--- config.mk ---
export PLATFORM = sky130hd
export DESIGN_NAME = onbehave_golden_tbl
export DESIGN_NICKNAME = d
export VERILOG_FILES = /design/src/rtl/onbehave_pkg.sv /design/src/rtl/onbehave_golden_tbl.sv
export SDC_FILE = /design/constraint.sdc
export NUM_CORES = 1
export LEC_CHECK = 0
export ABC_AREA = 1
export CORE_ASPECT_RATIO = 1.4
export CORE_MARGIN = 2
export CORE_UTILIZATION = 55
export CTS_CLUSTER_DIAMETER = 150
export DETAILED_ROUTE_END_ITERATION = 7
export HOLD_SLACK_MARGIN = 0.05
export PLACE_DENSITY = 0.77
export SKIP_CTS_REPAIR_TIMING = 1
export SLEW_MARGIN = 20
export SYNTH_ARGS = -nofsm -noshare
export SYNTH_HDL_FRONTEND = slang
export SYNTH_SLANG_ARGS = --single-unit
--- constraint.sdc ---
create_clock -name clk -period 4.7 [get_ports clk]
set_input_delay 1.41 -clock clk [delete_from_list [all_inputs] [get_ports clk]]
set_output_delay 1.41 -clock clk [all_outputs]
set_load 0.005 [all_outputs]
--- src/rtl/onbehave_pkg.sv ---
// rtl/onbehave_pkg.sv - shared types and constants for the onBehave response checker
package onbehave_pkg;

    localparam int VEC_W     = 4;
    localparam int RESP_W    = 2;
    localparam int TBL_DEPTH = 1 << VEC_W;

    typedef logic [VEC_W-1:0]  vec_t;
    typedef logic [RESP_W-1:0] resp_t;

    typedef enum logic [2:0] {
        IDLE    = 3'd0,
        RUN     = 3'd1,
        SETTLE  = 3'd2,
        COMPARE = 3'd3,
        DONE    = 3'd4
    } state_t;

endpackage

--- src/rtl/onbehave_golden_tbl.sv ---
// rtl/onbehave_golden_tbl.sv - 16x2 golden truth table with clear, sync write, comb read
module onbehave_golden_tbl
    import onbehave_pkg::*;
(
    input  logic  clk,
    input  logic  rst,
    input  logic  we_i,
    input  vec_t  waddr_i,
    input  resp_t wdata_i,
    input  vec_t  raddr_i,
    output resp_t rdata_o
);

    resp_t mem_q [TBL_DEPTH];

    // Table storage: cleared on reset, one entry written per strobe
    always_ff @(posedge clk or posedge rst) begin
        if (rst) begin
            for (int i = 0; i < TBL_DEPTH; i++) begin
                mem_q[i] <= '0;
            end
        end else if (we_i) begin
            mem_q[waddr_i] <= wdata_i;
        end
    end

    assign rdata_o = mem_q[raddr_i];

endmodule

# After elaboration in Yosys (flattened, before gate mapping)
# Index checks and enable logic that the tools add are counted.
# W data, S select, Z words.
# op_classes
n_reduce_logical	1
n_lt_le_gt_ge	3
n_bitwise	2
n_mux	6
# op_table
operator	n
$bwmux W32	1
$ge A5 B5 Y1 const B	2
$not A4 Y5	2
$bmux W2 S4	1
$demux W2 S4	1
$mux W2	3
$lt A5 B1 Y1 const B	1
$logic_and A1 B1 Y1	1
# totals
output_inout_bits	2
reg_bits	32
in_bits	13

# Logic depth before layout (Yosys ltp)
# Gate-level depths: netlist (run 1).
# logic_depth
depth_word	6
mapped_depth	8
ltp_nobuf	7

# Worst setup path after synthesis (run 1)
# No wires, ideal clock.
# synth_timing
kind	input port to output port
startpoint	input raddr_i[0]
endpoint	output rdata_o[1]
t_arrival_ns	2.078
slack_ns	1.212
stages	8
n_path_buf	2
cell_sequence	buf_4 inv_2 buf_4 nand2_1 nand3_1 nand3_1 nand3_1 nand2_1
# synth_via
elab_chain_cells	4
# synth_lines
item	line	text
start, declared	onbehave_golden_tbl.sv:10	input vec_t raddr_i,
$not A4 Y5 (not written as such)	onbehave_golden_tbl.sv:27	assign rdata_o = mem_q[raddr_i];
$bmux W2 S4	onbehave_golden_tbl.sv:27	
$mux W2 (not written as such) (2 in a row)	onbehave_golden_tbl.sv:27	
end, declared	onbehave_golden_tbl.sv:11	output resp_t rdata_o
# No other way between the ends. The select of a mux whose other input is x is not followed.

# Worst setup path after layout (run 1)
# layout_timing
startpoint	input raddr_i[1]
endpoint	output rdata_o[0]
# The elaborated chain is that of the path after synthesis.

==> results of run 1 <==
[cell type report]
class | instances | area, um^2
Timing Repair Buffer | 17 | 163
Multi-Input combinational cell | 154 | 683
Inverter | 37 | 139
Fill cell | 269 | 977
Clock buffer | 5 | 68.8
Tap cell | 37 | 46.3
Sequential cell | 32 | 801
[cell families (layout without fill, tap and decap cells)]
logic type             after synthesis  after routing  synth area share
DFF                                 32             32             0.484
and+or+nand+nor                    122            122             0.316
buffers and inverters               43             59             0.104
AOI/OAI and AO/OA                   32             32            0.0968
[per-layer routing]
layer / vias to the layer above / routed length [um]
met3: 10 / 168
met2: 38 / 1710
met4: 0 / 85
met5: - / 0
li1: 743 / -
met1: 659 / 1600
[metrics by stage]
step	hold WS, ps	worst slack (ps)	util
5_1_grt	509	53.3	0.660
6_report	483	188	0.660
3_3_place_gp	466	226	0.637
4_1_cts	488	209	0.660
3_5_place_dp	473	209	0.637
2_1_floorplan	446	1210	-
[Yosys cell counts, drive strengths merged]
| cell type | n | share of area |
|---|---|---|
| nand3 | 26 | 0.079 |
| nand2 | 86 | 0.20 |
| buf | 4 | 0.015 |
| inv | 37 | 0.084 |
| clkbuf | 2 | 0.0045 |
| nand4 | 1 | 0.0038 |
| or2 | 1 | 0.0038 |
| o21ai | 32 | 0.097 |
| dfrtp | 32 | 0.48 |
| nor2 | 5 | 0.013 |
| nor3 | 3 | 0.022 |
[worst max-delay path: stages]
cell             delay [ps]
clkdlybuf4s50_1         570
inv_1                   260
nand3_1                 110
nand3_1                 100
nand3_1                  70
nand2_1                  80
clkdlybuf4s50_1         490
[worst max path at each step]
stage | end | slack, ps | depth (start not counted)
2_1_floorplan | rdata_o[1] | 1210 | 8
3_3_place_gp | rdata_o[1] | 230 | 7
3_5_place_dp | rdata_o[0] | 210 | 7
4_1_cts | rdata_o[0] | 210 | 7
5_1_grt | rdata_o[1] | 50 | 7
6_report | rdata_o[0] | 190 | 7
[where the power goes]
group | total (mW) | internal (mW) | switching [mW]
Clock | 0.183 | 0.0951 | 0.0882
Combinational | 0.148 | 0.0624 | 0.0857
Sequential | 0.364 | 0.334 | 0.0299
Total | 0.695 | 0.491 | 0.204
==> impl_results.md, run 1 <==
* CP startpoint: raddr_i[1]
* Final Max Tran Viols at 0
* Req. time, crit path at 3290 ps
* Met2 GRT Util at 0.423
* Worst r2r dst: mem_q[23]
* Worst slew pin tran at between 400 and 500 ps
* Slew headroom at 0.718
* Flop2flop setup slack at ~4000 ps
* Synth Register Bits at 32
* Commonest non-fill, non-tap cell in the layout: nand2_1
* Worst-path clk slew at roughly 60 ps
* Largest regs: mem_q: 32 flops
* Syn_area_per_cell at slightly above 7 um^2
* Routed wire length at 3.57 mm
* GPL Wtd Cong at ~0.84
* Clk sinks at 32
* Number of vias per cell at 5.14
* CTS tree: done
* RSZ-0062 raised after global routing: false
* Setup TNS at 0 ps
* Skew-Pair Late Insertion Delay at roughly 280 ps
* Layout Area Growth over Synthesis at 14.8%
* GRT met3 Usage at 0.0496
* Layout cell share with drive strength beyond 1 at 0.0571
* First-pass GRT wire length at 6.16 mm
* VDD IR max at approximately 0.23 mV
* Critical Path Sink Type: output port
* Leakage at between 0.9 and 1 nW
* GR peak layer: met2
* Placed cells at 277
* Detailed-route DRC error count at 0
* CTS buffer count at 5
* Starting DRC count in detailed routing at 36
* Worst hold path type: reg2reg
* Clock Tree Buf Depth at 2
* Critical path arrival at around 3100 ps
* Mapped Nets at 242
* IO Port Bufs at 14
* PwrDens at about 370 mW/mm^2
* Total count of hold-check failures in the final report at 0
* Boundary Pins at 15
* DR vias at about 1,500
* Synth Instances at about 230
* Die area at approximately 0.0035 mm^2
* HPWL Detailed at 2.60 mm
* Hold Startpoint: mem_q[19]
* Total Power at 695 uW
* Final non-filler cell area at approximately 0.0019 mm^2
* Dpl cell area at 0.00183 mm^2
* Crit Reg-Reg Startpoint: mem_q[23]
* Skew final at 0 ps
* Crit Path Category: in2out
* Initial core utilization at 0.575
* Core region area at 0.00288 mm^2
* Drt first pass iters at 4
* Die H at 68.9 um
* Initial antenna violation count at 0
* Path depth of the worst reg2reg path at 2
* Largest net degree at the start of global routing at 33
* Reg with most FFs: mem_q
* M1 GR Usage at 0.290
* Antenna-violating nets left at 0
* WL per Instance at ~13 um
* FMAX at ~220 MHz
* Num rows at 23
* Synth unique cells at 16
* Synth Warn # at 0
* N_diodes at 0
* Maxcap violations at 0
* Commonest non-fill, non-tap cells in the layout: 86 x nand2_1, 36 x inv_1, 32 x dfrtp_1, 26 x nand3_1, 24 x o21ai_0
* Largest fanout on the critical path at 9
* Root buf cell: clkbuf_8
* Die X-Extent at 50.4 um
* Tmin final at 4510 ps
* H-tree level count at 2
* Hold Path Depth at 2
* Max reg flops at 32
* Startpoint Class: input port
* Gr ovfl total at 0
* Fin crit share at 0.960
* Hold endpoint: mem_q[19]
* Vias in the first global route at about 1,400
* Mapped Area at 0.00166 mm^2
* Seq/Total Area, Yosys at 0.484
* Global Route Usage Sum at 0.242
* Nets at 260
* Final setup vio count at 0
* Status: completed
* Post-Layout Cell Count at roughly 280
Power figures use the tool's default switching activity.
==> run 2: changes to the inputs <==
- CTS_CLUSTER_SIZE: default -> 24
==> results of run 2 <==
The final DEF is identical to that of run 1; final timing and power are the same.
